File: src/rtl/sram_access_arbiter.sv
// Round-robin arbiter sharing one sample memory between play/record/mix/loaddata engines.
// Optional macro PLAY_PRIORITY_EN: requester 0 (play) wins every arbitration it takes part in.
module sram_access_arbiter #(
  parameter int unsigned NUM_REQ       = 4,
  parameter int unsigned ADDR_W        = 23,
  parameter int unsigned DATA_W        = 16,
  parameter int unsigned ACCESS_CYCLES = 2
) (
  input  logic                       i_clk,
  input  logic                       i_rst,
  input  logic [NUM_REQ-1:0]         req,
  input  logic [NUM_REQ-1:0]         req_we,
  input  logic [NUM_REQ*ADDR_W-1:0]  req_addr,
  input  logic [NUM_REQ*DATA_W-1:0]  req_wdata,
  output logic [NUM_REQ-1:0]         ack,
  output logic [DATA_W-1:0]          rdata,
  output logic                       busy,
  output logic [ADDR_W-1:0]          mem_addr,
  output logic [DATA_W-1:0]          mem_wdata,
  input  logic [DATA_W-1:0]          mem_rdata,
  output logic                       mem_ce,
  output logic                       mem_we
);

  localparam int unsigned IdxW = (NUM_REQ > 1) ? $clog2(NUM_REQ) : 1;
  localparam int unsigned CntW = $clog2(ACCESS_CYCLES + 1);

  typedef enum logic [1:0] {
    StIdle,
    StAccess,
    StDone
  } state_e;

  state_e              state_q;
  logic [IdxW-1:0]     last_grant_q;
  logic [IdxW-1:0]     winner_q;
  logic [CntW-1:0]     cnt_q;
  logic [NUM_REQ-1:0]  ack_q;
  logic [DATA_W-1:0]   rdata_q;
  logic                busy_q;
  logic [ADDR_W-1:0]   mem_addr_q;
  logic [DATA_W-1:0]   mem_wdata_q;
  logic                mem_ce_q;
  logic                mem_we_q;

  logic [NUM_REQ-1:0]  rr_req;
  logic [IdxW-1:0]     cand;
  logic                rr_found;
  logic [IdxW-1:0]     rr_idx;
  logic                grant_valid;
  logic [IdxW-1:0]     grant_idx;
  logic [ADDR_W-1:0]   sel_addr;
  logic [DATA_W-1:0]   sel_wdata;
  logic                sel_we;

  // Search upward from last_grant+1, wrapping, so the previous winner is considered last.
  always_comb begin
    rr_req = req;
`ifdef PLAY_PRIORITY_EN
    rr_req[0] = 1'b0;
`endif
    cand     = '0;
    rr_found = 1'b0;
    rr_idx   = '0;
    for (int unsigned i = 1; i <= NUM_REQ; i++) begin
      cand = IdxW'((32'(last_grant_q) + i) % NUM_REQ);
      if (!rr_found && rr_req[cand]) begin
        rr_found = 1'b1;
        rr_idx   = cand;
      end
    end
  end

  always_comb begin
`ifdef PLAY_PRIORITY_EN
    grant_valid = req[0] | rr_found;
    grant_idx   = req[0] ? '0 : rr_idx;
`else
    grant_valid = rr_found;
    grant_idx   = rr_idx;
`endif
    sel_addr  = req_addr[32'(grant_idx)*ADDR_W +: ADDR_W];
    sel_wdata = req_wdata[32'(grant_idx)*DATA_W +: DATA_W];
    sel_we    = req_we[grant_idx];
  end

  always_ff @(posedge i_clk or posedge i_rst) begin
    if (i_rst) begin
      state_q      <= StIdle;
      last_grant_q <= IdxW'(NUM_REQ - 1);
      winner_q     <= '0;
      cnt_q        <= '0;
      ack_q        <= '0;
      rdata_q      <= '0;
      busy_q       <= 1'b0;
      mem_addr_q   <= '0;
      mem_wdata_q  <= '0;
      mem_ce_q     <= 1'b0;
      mem_we_q     <= 1'b0;
    end else begin
      ack_q <= '0;
      case (state_q)
        StIdle: begin
          if (grant_valid) begin
            winner_q    <= grant_idx;
            mem_addr_q  <= sel_addr;
            mem_wdata_q <= sel_wdata;
            mem_we_q    <= sel_we;
            mem_ce_q    <= 1'b1;
            busy_q      <= 1'b1;
            cnt_q       <= CntW'(ACCESS_CYCLES);
            state_q     <= StAccess;
          end
        end
        StAccess: begin
          cnt_q <= cnt_q - CntW'(1);
          if (cnt_q == CntW'(1)) begin
            // mem_we_q still holds the latched direction on this last ACCESS cycle
            if (!mem_we_q) begin
              rdata_q <= mem_rdata;
            end
            ack_q[winner_q] <= 1'b1;
            mem_ce_q        <= 1'b0;
            mem_we_q        <= 1'b0;
            state_q         <= StDone;
          end
        end
        StDone: begin
          last_grant_q <= winner_q;
          busy_q       <= 1'b0;
          state_q      <= StIdle;
        end
        default: state_q <= StIdle;
      endcase
    end
  end

  assign ack       = ack_q;
  assign rdata     = rdata_q;
  assign busy      = busy_q;
  assign mem_addr  = mem_addr_q;
  assign mem_wdata = mem_wdata_q;
  assign mem_ce    = mem_ce_q;
  assign mem_we    = mem_we_q;

endmodule

File: config.mk
export PLATFORM = sky130hd
export DESIGN_NAME = sram_access_arbiter
export DESIGN_NICKNAME = d
export VERILOG_FILES = /design/src/rtl/sram_access_arbiter.sv
export SDC_FILE = /design/constraint.sdc
export NUM_CORES = 1
export LEC_CHECK = 0
export CAP_MARGIN = 20
export CORE_AREA = 2 2 95 97
export CTS_BUF_LIST = sky130_fd_sc_hd__clkbuf_16
export DETAILED_ROUTE_END_ITERATION = 7
export DIE_AREA = 0 0 97 99
export DONT_BUFFER_PORTS = 1
export PLACE_DENSITY_LB_ADDON = 0.25
export SYNTH_ARGS = -nofsm -noshare
export SYNTH_HDL_FRONTEND = slang
export SYNTH_SLANG_ARGS = --single-unit
File: constraint.sdc
create_clock -name i_clk -period 2.4 [get_ports i_clk]
set_input_delay 0.6 -clock i_clk [delete_from_list [all_inputs] [get_ports i_clk]]
set_output_delay 0.6 -clock i_clk [all_outputs]
set_load 0.005 [all_outputs]
; Word-level counts from Yosys, hierarchy flattened
; Cells that the tools add are included.
[op_classes]
addsub = 5
mul = 1
magnitude_cmp = 7
n_eq_ne = 5
shift = 2
mux = 33
bitwise = 1
n_reduce_logical = 16
[op_table]
columns = operator, n
row1 = indexed part select 92 x 8 -> 23 bit, 1
row2 = indexed part select 64 x 7 -> 16 bit, 1
row3 = < comparator 2 x 3 -> 1 bit (second input constant), 6
row4 = two-way mux 2 bit, 7
row5 = two-way mux 1 bit, 13
row6 = binary-select mux 1 bit (select 2 bit), 5
row7 = two-way mux 4 bit, 2
row8 = case mux 2 bit (2 select lines), 2
row9 = AND reduction 2 bit, 4
row10 = multiplier 2 x 5 -> 7 bit (second input constant), 1
row11 = case mux 1 bit (2 select lines), 3
row12 = AND reduction 3 bit, 2
row13 = adder 2 x 1 -> 2 bit (second input constant), 2
row14 = adder 2 bit (second input constant), 2
row15 = equality test 2 x 1 -> 1 bit (second input constant), 2
row16 = logical AND 1 bit, 4
row17 = inequality test 2 bit (second input constant), 2
row18 = nonzero test 2 bit, 2
row19 = zero test 1 bit, 3
row20 = demux 1 bit (select 2 bit), 1
row21 = equality test 2 bit (second input constant), 1
row22 = greater-or-equal comparator 2 x 1 -> 1 bit (second input constant), 1
row23 = zero test 2 bit, 1
row24 = subtractor 2 x 1 -> 2 bit (second input constant), 1
row25 = NOT 1 bit, 1
[totals]
register_bits = 70
out_inout_bits = 62

; Longest topological paths before layout
[logic_depth]
depth_word = 17
mapped_depth = 7
mapped_depth_nobuf = 7

; Worst setup path before layout
; No wires, ideal clock.
[synth_path]
kind = in2reg
start = in req[3]
end = reg mem_addr_q[11], in the netlist mem_addr[11]
arrival_time_ns = 2.057
required_ns = 2.274
setup_slack_ns = 0.217
stages = 6
path_cell_list = nor2b_1 -> o21a_1 -> nor3_4 -> buf_6 -> mux2_1 -> a221o_1
[synth_between]
elab_chain_len = 14
word_cells_on_any_way = 25
cone_classes = mul: 1 / shift: 1 / mux: 16 / reduce/logical: 7
[synth_lines]
columns = item, line_no
row1 = from (decl), 11  ; input logic [NUM_REQ-1:0] req,
row2 = binary-select mux 1 bit (select 2 bit), 67  ; if (!rr_found && rr_req[cand]) begin
row3 = two-way mux 1 bit (implied by the code), 67
row4 = two-way mux 1 bit, 67
row5 = zero test 1 bit, 67
row6 = logical AND 1 bit, 67
row7 = two-way mux 1 bit, 67
row8 = zero test 1 bit, 67
row9 = logical AND 1 bit, 67
row10 = two-way mux 1 bit, 67
row11 = zero test 1 bit, 67
row12 = logical AND 1 bit, 67
row13 = two-way mux 2 bit, 67
row14 = multiplier 2 x 5 -> 7 bit, 82  ; sel_addr = req_addr[32'(grant_idx)*ADDR_W +: ADDR_W];
row15 = indexed part select 92 x 8 -> 23 bit, 82
row16 = to (signal assigned), 106  ; mem_addr_q <= sel_addr;
row17 = to (decl), 41  ; logic [ADDR_W-1:0] mem_addr_q;
; Several ways; a longest one is shown, not always the timed one. The select of a mux whose other input is x is not followed.
; A chain may end at the register's enable or synchronous reset.

; Final worst setup path
[layout_path]
start = reg last_grant_q[0]
end = reg mem_wdata_q[12], in the netlist mem_wdata[12]
[layout_between]
elab_chain_len = 14
word_cells_on_any_way = 28
cone_classes = add/sub: 4 / shift: 1 / mux: 16 / reduce/logical: 7
[layout_lines]
columns = item, line_no
row1 = from (decl), 35  ; logic [IdxW-1:0] last_grant_q;
row2 = from (signal assigned), 90  ; last_grant_q <= IdxW'(NUM_REQ - 1);
row3 = from (signal assigned), 129  ; last_grant_q <= winner_q;
row4 = adder 2 x 1 -> 2 bit, 66  ; cand = IdxW'((32'(last_grant_q) + i) % NUM_REQ);
row5 = binary-select mux 1 bit (select 2 bit), 67
row6 = two-way mux 1 bit (implied by the code), 67
row7 = two-way mux 1 bit, 67
row8 = zero test 1 bit, 67
row9 = logical AND 1 bit, 67
row10 = two-way mux 1 bit, 67
row11 = zero test 1 bit, 67
row12 = logical AND 1 bit, 67
row13 = two-way mux 1 bit, 67
row14 = zero test 1 bit, 67
row15 = logical AND 1 bit, 67
row16 = two-way mux 2 bit / two-way mux 1 bit (equally long branches), 67
row17 = indexed part select 64 x 7 -> 16 bit / AND reduction 2 bit (equally long branches), --
row18 = to (signal assigned), 107  ; mem_wdata_q <= sel_wdata;
row19 = to (decl), 42  ; logic [DATA_W-1:0] mem_wdata_q;
; Several ways; a longest one is shown, not always the timed one. The select of a mux whose other input is x is not followed.

==> flow_summary.ini <==
[cts]
clock_tree.htree_level_count = 3
cts.hold.buffers_added = 0
clk_pin_slew_ns = 0.06
post-cts-setup-buffers = 0
clock_tree.buffer_depth = 2
tritoncts_num_sinks = 70
tritoncts_clock_tree = built
clk_latency_ns = 0.32
tritoncts.num_buffers = 9
cts_repair_resize_count = 0
clockRootBuffer = sky130_fd_sc_hd__clkbuf_16

[synth]
postSynthCellCount = 377
synth_mux_area_frac = 0.154
synth_seq_area_share = 0.431
synthSimpleGateAreaFrac = 0.0903
post_synth_num_cell_types = 40
synth_fa_ha_area_frac = 0.00307
fraction_of_the_mapped_netlist_area_in_compound_gates = 0.273
synth.yosys.warnings = 0
synth_enable_flop_cells = 0
synth_top_family_by_area = compound AO/OA/AOI/OAI gates
synthArstFlopShare = 1.00
ys_ff_latch = 70
syn_area_um2 = 4070
postSynthNetCount = 560
synth_top_flop_cell = sky130_fd_sc_hd__dfrtp_1
post_synth.cell_area_avg_um2 = 10.8
synth-xor-area-share = 0

[power_and_ir_drop]
power_density_nw_per_um2 = 1350
power.static_leakage_nw = 1.82
power_mw = 6.19
max_rail_drop_vdd_v = 0.000837

[placed_design]
place.detailed.instances = 466
hpwl_um = 8500
gp_congestion = 0.819
place_area_um2 = 4250
pre_cts_slack_ns = 0.0785
io_buffer_count = 0

[critical_path]
crit_path_max_fanout = 28
ordered_list_of_cells_on_the_worst_path = nor2b_1, o21a_2, nor3_4, buf_12, mux2_1, a221o_1
cp_data_arrival_time_ns = 2.40
max_stage_delay_ns = 0.56
start_kind = flip-flop
timing.critical_path.buf_inv = 1
timing_worst_setup_path_type = flip-flop to flip-flop
worst_ep_required_time_ns = 2.61
critical_path.slowest_cell = sky130_fd_sc_hd__dfstp_2
cp_top_family = flip-flops
critical_path.endpoint_type = flip-flop

[global_routing]
grt_start_max_net_pins = 43
total_routing_usage_gr = 0.237
grt_first_pass_wirelength_um = 18000
grt_antenna_before_repair = 1
overflow = 0
first_global_vias = 3347

[sta]
clock.fmax_mhz = 457
finalClockSkew_ns = 0.0123
hold_violations = 0
timing.setup.tns_ns = 0
drv_slew = 0
rsz_0062_raised_after_global_routing = false
final-setup-viol-count = 0
period_minus_slack_ns = 2.19
timing.max_slew.rel_slack = 0.531
timing.final.crit_share = 0.913
timing_worst_slew_pin_value_ns = 0.702
postLayoutSetupSlackWorst_ns = 0.210

[detailed_routing]
detail_route.vias_per_cell = 6.51
drt_pre_antenna_iters = 4
routed_wirelength_um = 11600
routed_wire_length_per_instance_um = 24.0
detail_route.drc_violations = 0
antenna_violating_nets_post_route = 0
initialDrtViolationCount = 94
num_vias = 3138

[die]
dieHeight_um = 99
ioPinCount = 244
floorplan.initialDensity = 0.476
core_area_um2 = 8550
die_x_um = 97
num_rows = 34
die_area_um2 = 9600

[cells_and_area]
fraction_of_layout_cells_with_a_size_suffix_above_1 = 0.209
final_net_count = 552
finalInstanceArea_um2 = 4570
diodes_inserted = 0
fillCellCount = 770
fin_cells = 482
areaGrowthSynthToFinish_pct = 12.3

[run_status]
run_status = completed

[flow_run]
max-cap-violations = 0

[min_path]
min-delay-path-class = input pin to asynchronous set/reset pin
## worst register-to-register path: stages, from the launching register on
cell	delay, ns
sky130_fd_sc_hd__dfstp_2	0.56
sky130_fd_sc_hd__nor2b_1	0.07
sky130_fd_sc_hd__o21a_2	0.24
sky130_fd_sc_hd__nor3_4	0.28
sky130_fd_sc_hd__buf_12	0.25
sky130_fd_sc_hd__mux2_1	0.36
sky130_fd_sc_hd__a221o_1	0.32
## synthesized netlist by cell type, types with 7 or more instances
library cell               count  area (µm²)
sky130_fd_sc_hd__dfrtp_1      68        1700
sky130_fd_sc_hd__nor2_1       36         135
sky130_fd_sc_hd__a211oi_1     34         255
sky130_fd_sc_hd__mux2i_1      29         290
sky130_fd_sc_hd__o31a_1       27         236
sky130_fd_sc_hd__clkbuf_1     21        78.8
sky130_fd_sc_hd__a211oi_2     20         250
sky130_fd_sc_hd__mux2_2       17         191
sky130_fd_sc_hd__a21oi_1      14        70.1
sky130_fd_sc_hd__mux2_1       13         146
sky130_fd_sc_hd__a221o_1      12         120
sky130_fd_sc_hd__nand4_1      12        75.1
sky130_fd_sc_hd__o31ai_1      12        90.1
sky130_fd_sc_hd__nand2_1      10        37.5
sky130_fd_sc_hd__buf_2         7        35.0
## path summary, 6_finish.rpt
path / end / depth (start not counted) / slack [ns] / startpoint
worst min register to register: cnt_q[0]$_DFFE_PP0P_ / 1 / 0.51 / cnt_q[0]$_DFFE_PP0P_
worst min-delay path: rdata[1]$_DFFE_PP0P_ / 1 / 0.04 / i_rst
worst max-delay path: mem_wdata[12]$_DFFE_PP0P_ / 6 / 0.21 / last_grant_q[0]$_DFFE_PP1P_
worst max register to register: mem_wdata[12]$_DFFE_PP0P_ / 6 / 0.21 / last_grant_q[0]$_DFFE_PP1P_
min in group i_clk: rdata[7]$_DFFE_PP0P_ / 1 / 0.41 / mem_rdata[7]
max in group asynchronous: mem_wdata[10]$_DFFE_PP0P_ / 2 / 1.81 / i_rst
## registers in the layout, indices dropped and copies added (netlist names), 2 cells and up
name          flops
mem_addr         23
last_grant_q      2
rdata            16
winner_q          2
state_q           2
mem_wdata        16
cnt_q             2
ack               4
## through the flow
stage / hold slack (ns) / util
3_5_place_dp: 0.379 / 0.497
5_1_grt: 0.0239 / 0.535
2_1_floorplan: 0.464 / -
3_3_place_gp: 0.380 / 0.493
4_1_cts: 0.0295 / 0.535
6_report: 0.0379 / 0.535
## cell type report
| cell class | count | area (µm²) | share of cell area |
|---|---|---|---|
| Multi-Input combinational cell | 267 | 2140 | 0.469 |
| Sequential cell | 70 | 1750 | 0.383 |
| Clock buffer | 9 | 225 | 0.0492 |
| Timing Repair Buffer | 16 | 200 | 0.0438 |
| Tap cell | 108 | 135 | 0.0295 |
| Clock inverter | 7 | 97.6 | 0.0213 |
| Inverter | 5 | 18.8 | 0.00410 |
## logic make-up after synthesis
| family | count (synthesis) |
|---|---|
| AOI/OAI and AO/OA | 132 |
| and+or+nand+nor | 75 |
| DFF | 70 |
| muxes | 59 |
| buffers and inverters | 40 |
| adders and majority gates | 1 |
## layer usage
| layer | GRT usage | vias to the layer above | wire length (µm) |
|---|---|---|---|
| met2 | 0.428 | 162 | 6060 |
| met3 | 0.0787 | 14 | 965 |
| met1 | 0.270 | 1517 | 4390 |
| met4 | 0.0628 | 2 | 147 |
| li1 | - | 1443 | - |
| met5 | 0 | - | 13 |
## power breakdown
part	internal (mW)	total, mW	switching, mW
registers	1.77	2.29	0.519
clock network	0.915	1.43	0.514
logic	1.15	2.47	1.32
total	3.84	6.19	2.36
## placed cells by master (no fill, tap or decap), types with 3 or more instances in the layout
master and n:
sky130_fd_sc_hd__a211oi_1 34, sky130_fd_sc_hd__a211oi_2 20, sky130_fd_sc_hd__a21oi_1 14, sky130_fd_sc_hd__a221o_1 12, sky130_fd_sc_hd__buf_12 5, sky130_fd_sc_hd__buf_4 9, sky130_fd_sc_hd__clkbuf_16 9, sky130_fd_sc_hd__dfrtp_1 68
sky130_fd_sc_hd__inv_1 5, sky130_fd_sc_hd__mux2_1 13, sky130_fd_sc_hd__mux2_2 17, sky130_fd_sc_hd__mux2i_1 29, sky130_fd_sc_hd__nand2_1 10, sky130_fd_sc_hd__nand2b_1 5, sky130_fd_sc_hd__nand4_1 12, sky130_fd_sc_hd__nor2_1 35
sky130_fd_sc_hd__nor2b_1 3, sky130_fd_sc_hd__o21ai_0 4, sky130_fd_sc_hd__o31a_1 27, sky130_fd_sc_hd__o31ai_1 12
No activity file was read; power rests on OpenSTA's default activity.
